## config.mk

```make
export PLATFORM = sky130hd
export DESIGN_NAME = calc_display_driver
export DESIGN_NICKNAME = d
export VERILOG_FILES = /design/src/rtl/calc_disp_pkg.sv /design/src/rtl/calc_bin2bcd_seq.sv /design/src/rtl/calc_display_driver.sv
export SDC_FILE = /design/constraint.sdc
export NUM_CORES = 1
export LEC_CHECK = 0
export CAP_MARGIN = 20
export CORE_UTILIZATION = 50
export CTS_CLUSTER_DIAMETER = 120
export DETAILED_ROUTE_END_ITERATION = 10
export PLACE_DENSITY = 0.81
export SLEW_MARGIN = 5
export SYNTH_ARGS = -nofsm -noshare
export SYNTH_HDL_FRONTEND = slang
export SYNTH_SLANG_ARGS = --single-unit
```

## constraint.sdc

```tcl
create_clock -name clk -period 3.4 [get_ports clk]
set_input_delay 0.34 -clock clk [delete_from_list [all_inputs] [get_ports clk]]
set_output_delay 0.34 -clock clk [all_outputs]
set_load 0.005 [all_outputs]
```

## src/rtl/calc_disp_pkg.sv

```systemverilog
// Shared types and helpers for the calculator display driver: digit codes,
// 7-segment encoding and the conversion FSM state type.
package calc_disp_pkg;

    typedef logic [3:0] digit_t;

    localparam digit_t D_BLANK = 4'hA;
    localparam digit_t D_E     = 4'hB;
    localparam digit_t D_R     = 4'hC;
    localparam digit_t D_DASH  = 4'hD;

    // Largest value that fits on five decimal digits
    localparam int unsigned MAX_DISP = 99999;

    typedef enum logic [1:0] {IDLE, SHIFT, LOAD} state_t;

    // Segment order {a,b,c,d,e,f,g}, active-high
    function automatic logic [6:0] seg_encode(input digit_t d);
        logic [6:0] s;
        case (d)
            4'h0:    s = 7'b1111110;
            4'h1:    s = 7'b0110000;
            4'h2:    s = 7'b1101101;
            4'h3:    s = 7'b1111001;
            4'h4:    s = 7'b0110011;
            4'h5:    s = 7'b1011011;
            4'h6:    s = 7'b1011111;
            4'h7:    s = 7'b1110000;
            4'h8:    s = 7'b1111111;
            4'h9:    s = 7'b1111011;
            D_E:     s = 7'b1001111;
            D_R:     s = 7'b0000101;
            D_DASH:  s = 7'b0000001;
            default: s = 7'b0000000;
        endcase
        return s;
    endfunction

endpackage

```

## src/rtl/calc_bin2bcd_seq.sv

```systemverilog
// Sequential double-dabble converter: one bit per clock, start/done handshake.
// The operand is latched on start; done pulses for one cycle in LOAD while the
// BCD result is stable on bcd.
module calc_bin2bcd_seq
    import calc_disp_pkg::*;
#(
    parameter int BIN_W  = 17,
    parameter int DIGITS = 5
) (
    input  logic                  clk,
    input  logic                  reset,
    input  logic                  start,
    input  logic [BIN_W-1:0]      operand,
    output logic                  busy,
    output logic                  done,
    output logic [4*DIGITS-1:0]   bcd
);

    localparam int CNT_W = $clog2(BIN_W + 1);

    state_t               state_q, state_d;
    logic [CNT_W-1:0]     cnt_q, cnt_d;
    logic [BIN_W-1:0]     bin_q, bin_d;
    logic [4*DIGITS-1:0]  bcd_q, bcd_d;
    logic [4*DIGITS-1:0]  adj;

    // State and datapath registers
    always_ff @(posedge clk or posedge reset) begin
        if (reset) begin
            state_q <= IDLE;
            cnt_q   <= '0;
            bin_q   <= '0;
            bcd_q   <= '0;
        end else begin
            state_q <= state_d;
            cnt_q   <= cnt_d;
            bin_q   <= bin_d;
            bcd_q   <= bcd_d;
        end
    end

    // Next state: add-3 on every nibble >=5, then shift {bcd,bin} left by one
    always_comb begin
        state_d = state_q;
        cnt_d   = cnt_q;
        bin_d   = bin_q;
        bcd_d   = bcd_q;
        done    = 1'b0;
        adj     = bcd_q;
        for (int i = 0; i < DIGITS; i++) begin
            if (bcd_q[4*i +: 4] >= 4'd5) adj[4*i +: 4] = bcd_q[4*i +: 4] + 4'd3;
        end
        case (state_q)
            IDLE: begin
                if (start) begin
                    bin_d   = operand;
                    bcd_d   = '0;
                    cnt_d   = '0;
                    state_d = SHIFT;
                end
            end
            SHIFT: begin
                {bcd_d, bin_d} = {adj[4*DIGITS-2:0], bin_q, 1'b0};
                cnt_d = cnt_q + CNT_W'(1);
                if (cnt_q == CNT_W'(BIN_W - 1)) state_d = LOAD;
            end
            LOAD: begin
                done    = 1'b1;
                state_d = IDLE;
            end
            default: state_d = IDLE;
        endcase
    end

    assign busy = (state_q != IDLE);
    assign bcd  = bcd_q;

endmodule

```

## src/rtl/calc_display_driver.sv

```systemverilog
// Calculator result display: snapshots value/err, converts changed values to
// BCD, loads error/overflow patterns directly, and scans a multiplexed
// 5-digit 7-segment display with leading-zero blanking.
module calc_display_driver
    import calc_disp_pkg::*;
#(
    parameter int BIN_W    = 17,
    parameter int DIGITS   = 5,
    parameter int SCAN_DIV = 1024
) (
    input  logic              clk,
    input  logic              reset,
    input  logic [BIN_W-1:0]  value,
    input  logic              err,
    output logic [6:0]        seg,
    output logic [DIGITS-1:0] an,
    output logic              busy,
    output logic              disp_valid
);

    localparam int SC_W  = $clog2(SCAN_DIV);
    localparam int IDX_W = (DIGITS > 1) ? $clog2(DIGITS) : 1;

    logic [BIN_W-1:0]          snap_v_q, snap_v_d;
    logic                      snap_e_q, snap_e_d;
    logic                      snap_ok_q, snap_ok_d;
    logic                      pending_q, pending_d;
    logic [DIGITS-1:0][3:0]    disp_q, disp_d;
    logic [SC_W-1:0]           scan_cnt_q, scan_cnt_d;
    logic [IDX_W-1:0]          idx_q, idx_d;

    logic                      change;
    logic                      conv_start, conv_busy, conv_done;
    logic [4*DIGITS-1:0]       conv_bcd;
    logic                      lead;
    digit_t                    nib;

    calc_bin2bcd_seq #(.BIN_W(BIN_W), .DIGITS(DIGITS)) u_bcd (
        .clk     (clk),
        .reset   (reset),
        .start   (conv_start),
        .operand (value),
        .busy    (conv_busy),
        .done    (conv_done),
        .bcd     (conv_bcd)
    );

    // Register file for snapshot, pending flag, display digits and scan position
    always_ff @(posedge clk or posedge reset) begin
        if (reset) begin
            snap_v_q   <= '0;
            snap_e_q   <= 1'b0;
            snap_ok_q  <= 1'b0;
            pending_q  <= 1'b1;
            disp_q     <= {DIGITS{D_BLANK}};
            scan_cnt_q <= '0;
            idx_q      <= '0;
        end else begin
            snap_v_q   <= snap_v_d;
            snap_e_q   <= snap_e_d;
            snap_ok_q  <= snap_ok_d;
            pending_q  <= pending_d;
            disp_q     <= disp_d;
            scan_cnt_q <= scan_cnt_d;
            idx_q      <= idx_d;
        end
    end

    // The snapshot is meaningless until the first clock after reset; the
    // reset-time pending flag covers that cycle instead.
    assign change = snap_ok_q && ((value != snap_v_q) || (err != snap_e_q));

    // Pending tracking, pattern selection and display register update
    always_comb begin
        snap_v_d   = value;
        snap_e_d   = err;
        snap_ok_d  = 1'b1;
        pending_d  = pending_q;
        disp_d     = disp_q;
        conv_start = 1'b0;
        lead       = 1'b1;
        nib        = D_BLANK;
        if (!conv_busy && pending_q) begin
            pending_d = 1'b0;
            if (err) begin
                for (int i = 0; i < DIGITS; i++) disp_d[i] = D_BLANK;
                disp_d[DIGITS-1] = D_E;
                disp_d[DIGITS-2] = D_R;
                disp_d[DIGITS-3] = D_R;
            end else if (32'(value) > MAX_DISP) begin
                for (int i = 0; i < DIGITS; i++) disp_d[i] = D_DASH;
            end else begin
                conv_start = 1'b1;
            end
        end
        if (conv_done) begin
            // Blank zeros above the most significant nonzero digit; digit 0 always shows
            for (int i = DIGITS - 1; i >= 0; i--) begin
                nib = conv_bcd[4*i +: 4];
                if (lead && (nib == 4'd0) && (i != 0)) begin
                    disp_d[i] = D_BLANK;
                end else begin
                    disp_d[i] = nib;
                    lead      = 1'b0;
                end
            end
        end
        // A new change always wins over the clear so the last value is shown
        if (change) pending_d = 1'b1;
    end

    // Multiplex scan: hold each digit for SCAN_DIV clocks
    always_comb begin
        scan_cnt_d = scan_cnt_q + SC_W'(1);
        idx_d      = idx_q;
        if (scan_cnt_q == SC_W'(SCAN_DIV - 1)) begin
            scan_cnt_d = '0;
            idx_d      = (idx_q == IDX_W'(DIGITS - 1)) ? '0 : idx_q + IDX_W'(1);
        end
    end

    assign an         = DIGITS'(1) << idx_q;
    assign seg        = seg_encode(disp_q[idx_q]);
    assign busy       = conv_busy;
    assign disp_valid = !conv_busy && !pending_q && !change;

endmodule

```

After elaboration in Yosys (flattened, before gate mapping)
Memories as Yosys holds them, arrays and structs flattened. Cells that the tools add are included. Widths: inputs -> output; s select.

Flip-flop bits (word level): 97. Memory bits (read-only): 112. Input port bits: 20. Output and inout port bits: 14. Logic and storage cells: 103. Memories kept: 1.

Memory list: (no name shown) (depth 16, width 7, read ports 1, clocked after memory_dff 0, write ports 0, RTL line calc_disp_pkg.sv:20) `case (d)`.

Add/subtract/negate cells: 8. Order comparisons: 7. Eq/ne operators: 9. Shift-type cells: 1. Mux-type cells: 38. Reduce and logical (&&, ||, !) cells: 24.

Operators with widths (number): $mux 20 (5); $pmux 20 s2 (1); $mux 4 (9); $pmux 17 s2 (1); $ge 4x3->1 const B (5); $gt 17x17->1 const B (1); $mux 17 (1); $ne 17x17->1 (1); $add 4x2->4 const B (4); $logic_not 4->1 (4); $bmux 4 s3 (1); $mux 1 (12); $add 10x1->10 const B (1); $eq 10x10->1 const B (1); $mux 10 (1); $pmux 5 s2 (1); $reduce_bool 2->1 (4); $logic_and 1x1->1 (7); $mux 3 (2); $reduce_and 2->1 (3); $add 5x1->5 const B (1); $eq 5x5->1 const B (1); $mux 5 (1); $shl 1x3->5 const A (1); 15 further kinds (18).

Longest topological paths before layout
Gate-level depths: netlist (run 1).

Word-level depth: 12. Depth in mapped cells: 9.

Hierarchy
Synthesis (run 1) repeated with hierarchy kept, for this count alone.

Cell total of the unflattened synthesis: 495. Area, all modules: 5061.1 µm².

Modules (own cells, without submodules): calc_display_driver (instances 1, cells each 257, area an instance 2717.6 µm²); calc_bin2bcd_seq (instances 1, cells each 238, area an instance 2343.5 µm²).

Worst setup path before layout (run 1)
OpenSTA, ideal clock, no wires.

Path type: register -> output. Start point: reg idx_q[0]. End point: out seg[0]. Arrival: 2233 ps. Data required time: 3060 ps. Slack: 827 ps. Stages on the path, launching flop included: 10. Path buffers: 1. Cell sequence: dfrtp_1 > buf_4 > mux4_2 > and2_1 > a31oi_1 > inv_1 > ha_1 > nand4b_1 > o31ai_1 > a2bb2oi_1.

Cells in the longest elaborated chain, start to end: 3.

Ends and longest elaborated chain: start, declared (RTL line calc_display_driver.sv:30) `logic [IDX_W-1:0] idx_q, idx_d;`; start signal, assigned (RTL line calc_display_driver.sv:65) `idx_q <= idx_d;`; $bmux 4 s3 (RTL line calc_display_driver.sv:123) `assign seg = seg_encode(disp_q[idx_q]);`; $mux 4 (not written as such) (RTL line calc_display_driver.sv:123); $mem_v2 16x7; end, declared (RTL line calc_display_driver.sv:15) `output logic [6:0] seg,`.

No other way between the ends. The select of a mux whose other input is x is not followed.

Worst setup path in the final report (run 1)
Start point: reg idx_q[0]. End point: out seg[3].

The elaborated chain is that of the path after synthesis.

==> metrics.md, run 1 <==
| Metric | Value |
|---|---|
| Synth Flop Type | dfrtp_1 |
| Area Growth Syn to Fin | 12.8% |
| Synth top area cells | dfrtp_1 (43%), ha_1 (6.7%), dfstp_2 (5.8%) |
| Hpwl dp | roughly 7000 µm |
| Number of global-route vias before repair | between 3000 and 4000 |
| Layout fillers | 786 |
| Multi-input combinational cell area | ~2400 µm² |
| FF+latch area | around 2400 µm² |
| Overflow after GRT | 0 |
| PD cells | approximately 790 nW/µm² |
| Clock root cell | clkbuf_8 |
| Final ANT Viol Nets | 0 |
| Number of max-cap violations | 0 |
| Iteration-0 DRC count of the detailed router | 210 |
| Setup Skew | 0.0165 ns |
| Ys async rst share | 100% |
| Share of post-route cells with drive strength above 1 | 14.6% |
| CTS Buf Count | 9 |
| Setup TNS | 0 ns |
| Cell count after synthesis | approximately 460 |
| Delay of the slowest critical-path stage | around 0.56 ns |
| Worst path top cell family by delay | compound AO/OA/AOI/OAI gates |
| Top Metal Used | met4 |
| Number of max-slew violations in the final report | 0 |
| Period utilization | 96.5% |
| Yosys cell types | 63 |
| Initial core utilization | roughly 51% |
| CP arrival | between 2 and 3 ns |
| Via count | ~3600 |
| Reg-to-Reg Start | u_bcd.bcd[16] |
| Area of the mapped netlist | about 5000 µm² |
| Crit path from | idx_q[0] |
| # resized after CTS | 0 |
| Number of H-tree levels | 3 |
| Hold buffer count at cts | 0 |
| WL met1 | 4760 µm |
| N_diodes | 0 |
| Relative slew margins | between 40% and 50% |
| Total Power | about 4.4 mW |
| DP Worst Slack | between 0.4 and 0.5 ns |
| Synth top cells by count | dfrtp_1 (86), inv_1 (29), ha_1 (27) |
| DR WL met2 | about 4800 µm |
| Latest clock arrival within the worst-skew pair | 0.36 ns |
| Number of synthesized register bits | 97 |
| Core box area | just under 10000 µm² |
| CTS tree | built |
| Row count | 36 |
| VDD IR max | about 0.33 mV |
| Nets | about 540 |
| Die area | 10400 µm² |
| Global-route wire length before repair | 16600 µm |
| RSZ-0062 raised after global routing | false |
| Largest net degree at the start of global routing | just under 100 |
| Worst path cell trace | mux4_2, a21oi_4, inv_2, ha_1, a21oi_1, o21bai_1, o2bb2ai_1, clkdlybuf4s50_1 |
| Die width | 102 µm |
| Class of the worst hold path | in -> async |
| Synth top area share | around 43% |
| Routed wl met3 | 400 µm |
| Clk sinks | 97 |
| Final Util | 58.1% |
| CP required | 3.06 ns |
| DRT Wirelength | slightly above 10000 µm |
| Final setup fails | 0 |
| Maximum clock path buffer count | 2 |
| EDFF count, synth | 0 |
| Hold Vio Cnt, Final | 0 |
| Crit path launch type | flip-flop |
| Critical path endpoint category | output pin |
| Post-Syn Nets | about 510 |
| Crit path buf inv count | 2 |
| Status | completed |
| Lkg Pwr | between 2 and 2.5 nW |
| DRT Pass-1 Iters | 4 |
| DRC | 0 |
| RePlAce Congestion | about 0.84 |
| Die height | ~100 µm |
| Total GRT Usage | 20.6% |
| Antenna violations before repair | 0 |
| Fin crit period | 3.28 ns |
| Vias per inst | between 5 and 6 |
| Io pins | 34 |
| Worst-path fanout max | 7 |
| Fmax | roughly 300 MHz |
| Yosys top cell by area | dfrtp_1 |
| Clock Pin Slew Worst Setup and Hold Paths | roughly 0.10 ns |
| Slowest cell on crit path | clkdlybuf4s50_1 |
| Post-CTS Setup Inserts | 0 |
| PnR worst setup slack | around 0.12 ns |
| Sequential element share of the synthesized area | roughly 49% |
| Synth warn | 0 |
| Least-Margin Pin Slew | 0.875 ns |
| Most common cell in the netlist | dfrtp_1 |
| Routed wire per std cell | approximately 16 µm |
| IO Port Bufs | 33 |
| Setup CP Type | reg -> out |
| Avg Cell Area, Syn | 10.9 µm² |
## report_power, final
part	switching (mW)	internal [mW]	leakage, nW
clock network	0.403	0.272	0.0843
logic	1.00	0.937	1.10
registers	0.298	1.52	1.15
total	1.70	2.73	2.33
## worst register-to-register path, stage by stage, from the launching register on
cell and delay (ns):
dfrtp_1 0.41, inv_1 0.12, ha_1 0.24, or3b_2 0.54, nor4_4 0.36, a31o_2 0.24
nor2_1 0.05, o22a_1 0.15
## cell usage in the layout (no fill, tap or decap), types with 14 or more instances in the layout
master,netlist,final
o21ai_0,24,24
nand2_1,22,22
inv_1,29,28
clkdlybuf4s50_1,0,33
nor2_1,20,20
dfrtp_1,86,83
o221a_2,14,14
ha_1,27,26
xnor2_1,14,14
xor2_1,18,18
a21oi_1,19,19
## kinds of logic (layout without fill, tap and decap cells)
family / after synthesis / in the layout / synth area share [%]
adders and majority gates: 27 / 27 / 6.75
DFF: 97 / 97 / 48.8
and+or+nand+nor: 115 / 115 / 12.7
other: 1 / 1 / 0.0749
AOI/OAI and AO/OA: 124 / 124 / 18.7
xor gates and xnor gates: 32 / 32 / 5.60
buffers and inverters: 51 / 86 / 4.40
muxes: 12 / 12 / 2.97
## state kept, by name (all words and copies together), names as in the netlist
| signal | flops |
|---|---|
| u_bcd.bin_q | 17 |
| idx_q | 3 |
| scan_cnt_q | 10 |
| snap_e_q | 1 |
| pending_q | 1 |
| snap_v_q | 17 |
| u_bcd.state_q | 2 |
| disp_q | 20 |
| snap_ok_q | 1 |
| u_bcd.cnt_q | 5 |
| u_bcd.bcd | 20 |
## through the flow
stage	instance area, µm²	hold slack, ns	std cells
final	5650	0.426	627
after global routing	5650	0.434	627
after CTS	5630	0.436	627
after detailed placement	5460	0.470	611
after global placement	5460	0.460	611
after floorplan	5010	0.371	459
## worst paths after layout
path	slack, ns	cells after the start	end
hold / removal	0.43	3	snap_v_q[14]
hold reg to reg	0.48	1	disp_q[17]
setup reg to reg	1.17	7	disp_q[4]
max in group asynchronous	2.59	3	idx_q[0]
min in group clk	0.48	1	disp_q[17]
setup / recovery	0.12	8	seg[3]
## metal layers
metal  vias up  track usage (%)
li1       1738                -
met1      1779             28.9
met2        92             32.4
met3        22             2.60
met4         0             8.79
met5         -                0
## cell type report
class                   count  share of cell area [%]
flip-flops and latches     97                    43.3
multi-input cells         311                    41.8
repair buffers             40                    7.00
well taps                 133                    2.95
clock buffers              11                    2.33
inverters                  30                    2.02
clock inverters             5                   0.686
Note: power is estimated with default switching activity, not from simulation.
==> inputs of run 2 (changes only) <==
--- a/config.mk
+++ b/config.mk
@@ -6,10 +6,12 @@
 export NUM_CORES = 1
 export LEC_CHECK = 0
 export CAP_MARGIN = 20
-export CORE_UTILIZATION = 50
+export CORE_MARGIN = 3
+export CORE_UTILIZATION = 49
 export CTS_CLUSTER_DIAMETER = 120
 export DETAILED_ROUTE_END_ITERATION = 10
-export PLACE_DENSITY = 0.81
+export GPL_TIMING_DRIVEN = 0
+export PLACE_DENSITY = 0.8
 export SLEW_MARGIN = 5
 export SYNTH_ARGS = -nofsm -noshare
 export SYNTH_HDL_FRONTEND = slang
==> metrics.md, run 2 (synthesized netlist as in run 1, its figures left out) <==
| Metric | Value |
|---|---|
| Period utilization | 96.0% (was 96.5%) |
| Largest net degree at the start of global routing | 57 (was 98) |
| CTS Buf Count | 9 (unchanged) |
| Overflow after GRT | 0 (unchanged) |
| VDD IR max | 0.326 mV (was 0.331 mV) |
| Fin crit period | 3.26 ns (was 3.28 ns) |
| Clock power frac | 16.9% (was 15.2%) |
| Status | completed (unchanged) |
| PnR worst setup slack | 0.135 ns (was 0.120 ns) |
| Sw Ratio | 38.4% (about the same) |
| Crit path launch type | flip-flop (unchanged) |
| CP arrival | 2.92 ns (was 2.94 ns) |
| RePlAce Congestion | 0.810 (was 0.844) |
| Maximum clock path buffer count | 2 (unchanged) |
| Post-Layout Cell Count | 647 (was 627) |
| Worst path top cell family by delay | buffers and inverters (was compound AO/OA/AOI/OAI gates) |
| Delay of the slowest critical-path stage | 0.50 ns (was 0.56 ns) |
| Initial core utilization | 50.8% (was 51.5%) |
| Number of max-slew violations in the final report | 0 (unchanged) |
| Hold Vio Cnt, Final | 0 (unchanged) |
| DRC | 0 (unchanged) |
| Crit path buf inv count | 3 (was 2) |
| Least-Margin Pin Slew | 0.786 ns (was 0.875 ns) |
| Most frequent cells in the layout | dfrtp_1 (86), clkdlybuf4s50_1 (32), inv_1 (28) (was dfrtp_1 (83), clkdlybuf4s50_1 (33), inv_1 (28)) |
| Iteration-0 DRC count of the detailed router | 294 (was 210) |
| Latest clock arrival within the worst-skew pair | 0.38 ns (was 0.36 ns) |
| Total GRT Usage | 19.7% (was 20.6%) |
| Setup CP Type | reg -> out (unchanged) |
| Global-route wire length before repair | 18300 µm (was 16600 µm) |
| Worst hold slack | 0.362 ns (was 0.426 ns) |
| Area Growth Syn to Fin | 16.3% (was 12.8%) |
| Layout fillers | 789 (was 786) |
| CTS tree | built (unchanged) |
| Via count | 3735 (was 3631) |
| Worst-path fanout max | 4 (was 7) |
| DRT Pass-1 Iters | 5 (was 4) |
| Placed inst area | 5530 µm² (was 5460 µm²) |
| Finished Cell Area | 5820 µm² (was 5650 µm²) |
| Vias per inst | 5.77 (was 5.79) |
| Final setup fails | 0 (unchanged) |
| PD cells | 790 nW/µm² (was 785 nW/µm²) |
| DRT Wirelength | 10900 µm (was 10200 µm) |
| Critical path endpoint category | output pin (unchanged) |
| Final Util | 59.0% (was 58.1%) |
| Hpwl dp | 7600 µm (was 7120 µm) |
| Row count | 36 (unchanged) |
| Die height | 107 µm (was 102 µm) |
| DP Worst Slack | 0.0238 ns (was 0.451 ns) |
| Number of H-tree levels | 3 (unchanged) |
| Clk sinks | 97 (unchanged) |
| Class of the worst hold path | in -> async (unchanged) |
| Die width | 107 µm (was 102 µm) |
| Commonest non-fill, non-tap cell in the layout | dfrtp_1 (unchanged) |
| Total Power | 4.60 mW (was 4.44 mW) |
| Relative slew margins | 47.6% (was 41.6%) |
| Core box area | 9860 µm² (was 9730 µm²) |
| Sequential power share | 39.1% (was 41.0%) |
| Critical path's most frequent cell | buf_6 |
| Worst path cell trace | buf_6, mux4_2, and2_4, a31oi_4, buf_6, ha_1, nor3_2, a221o_1, clkdlybuf4s50_1 (was mux4_2, a21oi_4, inv_2, ha_1, a21oi_1, o21bai_1, o2bb2ai_1, clkdlybuf4s50_1) |
| Number of max-cap violations | 0 (unchanged) |
| Hold buffer count at cts | 0 (unchanged) |
| Routed wire per std cell | 16.8 µm (was 16.3 µm) |
| CP required | 3.06 ns (about the same) |
| Share of post-route cells with drive strength above 1 | 16.3% (was 14.6%) |
| Fmax | 306 MHz (was 305 MHz) |
| Lkg Pwr | 2.42 nW (was 2.33 nW) |
| Slowest cell on crit path | mux4_2 (was clkdlybuf4s50_1) |
| Final ANT Viol Nets | 0 (unchanged) |
| Clock Pin Slew Worst Setup and Hold Paths | 0.10 ns (about the same) |
| IO Port Bufs | 33 (unchanged) |
| Die area | 11500 µm² (was 10400 µm²) |
| Cell count after placement | 626 (was 611) |
| Antenna violations before repair | 0 (unchanged) |
| Setup TNS | 0 ns (unchanged) |
| Setup Skew | 0.0126 ns (was 0.0165 ns) |
| Internal Power | 2.84 mW (was 2.73 mW) |
| Nets | 556 (was 536) |
| N_diodes | 0 (unchanged) |
| Sw Pwr | 1.77 mW (was 1.70 mW) |
| Number of global-route vias before repair | 3780 (was 3460) |
| Io pins | 34 (unchanged) |
| Comb pwr share | 44.0% (was 43.7%) |
| Clock root cell | clkbuf_8 (unchanged) |
-- run 2: cell count changes in the layout (fill, tap and decap cells not counted), moves of 2 or more --
cell	before	now
clkbuf_1	2	11
dfrtp_2	3	0
clkinvlp_4	1	3
dfrtp_1	83	86
buf_6	0	4
buf_2	0	5
-- run 2: final timing paths --
check / cells past startpoint / end / slack (ns) / startpoint
worst max register to register: 7 / disp_q[4] / 1.18 / u_bcd.bcd[16]
worst min-delay path: 2 / snap_v_q[5] / 0.36 / reset
max in group asynchronous: 3 / disp_q[15] / 2.33 / reset
worst min register to register: 1 / u_bcd.cnt_q[4] / 0.48 / u_bcd.cnt_q[4]
min in group clk: 1 / u_bcd.cnt_q[4] / 0.48 / u_bcd.cnt_q[4]
worst max-delay path: 9 / seg[2] / 0.14 / idx_q[0]
-- run 2: layout make-up --
| cell class | count | area, µm² | area share, % |
|---|---|---|---|
| inverter | 30 | 115 | 1.98 |
| tap | 133 | 166 | 2.86 |
| multi-input combinational | 311 | 2390 | 41.0 |
| clock inverter | 7 | 77.6 | 1.33 |
| timing repair buffer | 39 | 402 | 6.90 |
| sequential | 97 | 2440 | 41.9 |
| buffer | 21 | 111 | 1.91 |
| clock buffer | 9 | 124 | 2.13 |
-- run 2: repair_timing --
action                     4_1_cts  5_1_grt
setup endpoints to repair        6        5
buffers inserted                 4        1
resized for setup                4        8
pin swaps                        1        1
-- run 2: power groups by stage --
stage,logic [mW],registers (mW),clock network (mW)
detailed placement,1.95,1.81,0
CTS,1.98,1.79,0.784
finish,2.03,1.80,0.776
global placement,1.88,1.79,0
floorplan,1.43,1.72,0
global route,2.24,1.84,0.837
-- run 2: layer usage --
metal	track usage [%]	routed length, µm	vias up
met5	0	0	-
met4	5.94	175	0
met3	3.73	465	16
met2	32.0	5330	98
met1	27.0	4920	1849
li1	-	-	1772
==> inputs of run 3 (changes only) <==
--- a/config.mk
+++ b/config.mk
@@ -11,6 +11,7 @@
 export CTS_CLUSTER_DIAMETER = 120
 export DETAILED_ROUTE_END_ITERATION = 10
 export GPL_TIMING_DRIVEN = 0
+export MAX_ROUTING_LAYER = met4
 export PLACE_DENSITY = 0.8
 export SLEW_MARGIN = 5
 export SYNTH_ARGS = -nofsm -noshare
==> metrics.md, run 3 (synthesized netlist as in run 1, its figures left out) <==
| Metric | Value |
|---|---|
| Latest clock arrival within the worst-skew pair | 0.37 ns (was 0.38 ns) |
| Crit path launch type | flip-flop (unchanged) |
| Sw Pwr | 1.77 mW (about the same) |
| Die height | 107 µm (unchanged) |
| Sw Ratio | 38.4% (about the same) |
| Largest net degree at the start of global routing | 57 (unchanged) |
| Setup TNS | 0 ns (unchanged) |
| Comb pwr share | 44.0% (about the same) |
| Critical path endpoint category | output pin (unchanged) |
| Routed wl met3 | 473 µm (was 465 µm) |
| Top Metal Used | met4 (unchanged) |
| Row count | 36 (unchanged) |
| Nets | 556 (unchanged) |
| Fin crit period | 3.27 ns (was 3.26 ns) |
| VDD IR max | 0.325 mV (was 0.326 mV) |
| Clock power frac | 16.8% (was 16.9%) |
| Total Power | 4.61 mW (was 4.60 mW) |
| Via count | 3776 (was 3735) |
| Hold buffer count at cts | 0 (unchanged) |
| Number of max-cap violations | 0 (unchanged) |
| Antenna violations before repair | 0 (unchanged) |
| Internal reg-to-reg setup slack | 1.18 ns (about the same) |
| Final ANT Viol Nets | 0 (unchanged) |
| Share of post-route cells with drive strength above 1 | 16.3% (unchanged) |
| Worst hold slack | 0.359 ns (was 0.362 ns) |
| Global-route wire length before repair | 18300 µm (about the same) |
| RePlAce Congestion | 0.822 (was 0.810) |
| Number of H-tree levels | 3 (unchanged) |
| CTS Buf Count | 9 (unchanged) |
| Maximum clock path buffer count | 2 (unchanged) |
| Number of global-route vias before repair | 3782 (was 3780) |
| PnR worst setup slack | 0.134 ns (was 0.135 ns) |
| Period utilization | 96.1% (was 96.0%) |
| WL met1 | 4970 µm (was 4920 µm) |
| Sequential power share | 39.2% (was 39.1%) |
| Hpwl dp | 7600 µm (unchanged) |
| Most frequent cells in the layout | dfrtp_1 (86), clkdlybuf4s50_1 (32), inv_1 (28) (unchanged) |
| Routed wire per std cell | 16.9 µm (was 16.8 µm) |
| Die area | 11500 µm² (unchanged) |
| Clock root cell | clkbuf_8 (unchanged) |
| Class of the worst hold path | in -> async (unchanged) |
| Clk sinks | 97 (unchanged) |
| Io pins | 34 (unchanged) |
| Least-Margin Pin Slew | 0.772 ns (was 0.786 ns) |
| IO Port Bufs | 33 (unchanged) |
| DRT Wirelength | 11000 µm (was 10900 µm) |
| N_diodes | 0 (unchanged) |
| DP Worst Slack | 0.0238 ns (unchanged) |
| CP arrival | 2.93 ns (was 2.92 ns) |
| Final Util | 59.0% (unchanged) |
| Clock Pin Slew Worst Setup and Hold Paths | 0.10 ns (about the same) |
| Total GRT Usage | 20.3% (was 19.7%) |
| Commonest non-fill, non-tap cell in the layout | dfrtp_1 (unchanged) |
| Die width | 107 µm (unchanged) |
| CP required | 3.06 ns (about the same) |
| PD cells | 791 nW/µm² (was 790 nW/µm²) |
| Area Growth Syn to Fin | 16.3% (unchanged) |
| Setup CP Type | reg -> out (unchanged) |
| DRC | 0 (unchanged) |
| Final setup fails | 0 (unchanged) |
| Number of max-slew violations in the final report | 0 (unchanged) |
| Internal Power | 2.84 mW (about the same) |
| Fmax | 306 MHz (about the same) |
| CTS tree | built (unchanged) |
| Status | completed (unchanged) |
| Worst-path fanout max | 4 (unchanged) |
| Relative slew margins | 48.5% (was 47.6%) |
| DR WL met2 | 5340 µm (was 5330 µm) |
| Setup Skew | 0.0100 ns (was 0.0126 ns) |
| Overflow after GRT | 0 (unchanged) |
| Core box area | 9860 µm² (unchanged) |
| DRT Pass-1 Iters | 4 (was 5) |
| Hold Vio Cnt, Final | 0 (unchanged) |
| Initial core utilization | 50.8% (unchanged) |
| Lkg Pwr | 2.42 nW (unchanged) |
| Iteration-0 DRC count of the detailed router | 263 (was 294) |
| Vias per inst | 5.84 (was 5.77) |
## run 3: cell counts in the layout (fill, tap and decap cells not counted)
No cell type changed its count.
## run 3: path summary, 6_finish.rpt
path                           startpoint        endpoint  cells past startpoint
max in group asynchronous           reset      disp_q[15]                      3
hold reg to reg            u_bcd.cnt_q[4]  u_bcd.cnt_q[4]                      1
min in group clk           u_bcd.cnt_q[4]  u_bcd.cnt_q[4]                      1
setup reg to reg            u_bcd.bcd[16]       disp_q[4]                      7
setup / recovery                 idx_q[0]          seg[6]                      9
hold / removal                      reset     snap_v_q[5]                      2
## run 3: worst max-delay path, stage by stage (launching register included)
cell and delay (ns):
dfrtp_1 0.39, buf_6 0.13, mux4_2 0.50, and2_4 0.18, a31oi_4 0.16, inv_1 0.09
ha_1 0.21, o21bai_1 0.23, o2bb2ai_1 0.14, clkdlybuf4s50_1 0.52
## run 3: cell type report
type	count	area (µm²)
plain buffers	21	111
clock buffers	9	124
clock inverters	7	77.6
fillers	789	4040
inverters	30	115
multi-input cells	311	2390
flip-flops and latches	97	2440
well taps	133	166
repair buffers	39	402
## run 3: timing repair
action | in CTS | in global routing
pin swaps | 1 | 1
buffers inserted | 4 | 1
setup endpoints to repair | 6 | 5
gates resized for setup | 4 | 8
## run 3: stage by stage
stage	cells	area [µm²]
after global routing	647	5820
after floorplan	459	5010
after detailed placement	626	5530
final	647	5820
after CTS	646	5790
after global placement	625	5500
## run 3: power groups by stage
stage	Sequential, mW	Clock [mW]	Combinational [mW]
finish	1.80	0.774	2.03
global route	1.84	0.838	2.24
CTS	1.79	0.784	1.98
detailed placement	1.81	0	1.95
global placement	1.79	0	1.88
floorplan	1.72	0	1.43
## run 3: layer usage
metal  track usage [%]  vias to the layer above
met3              3.73                       15
met2              32.1                      102
met1              26.9                     1886
met4              5.94                        0
li1                  -                     1773
met5                 -                        -
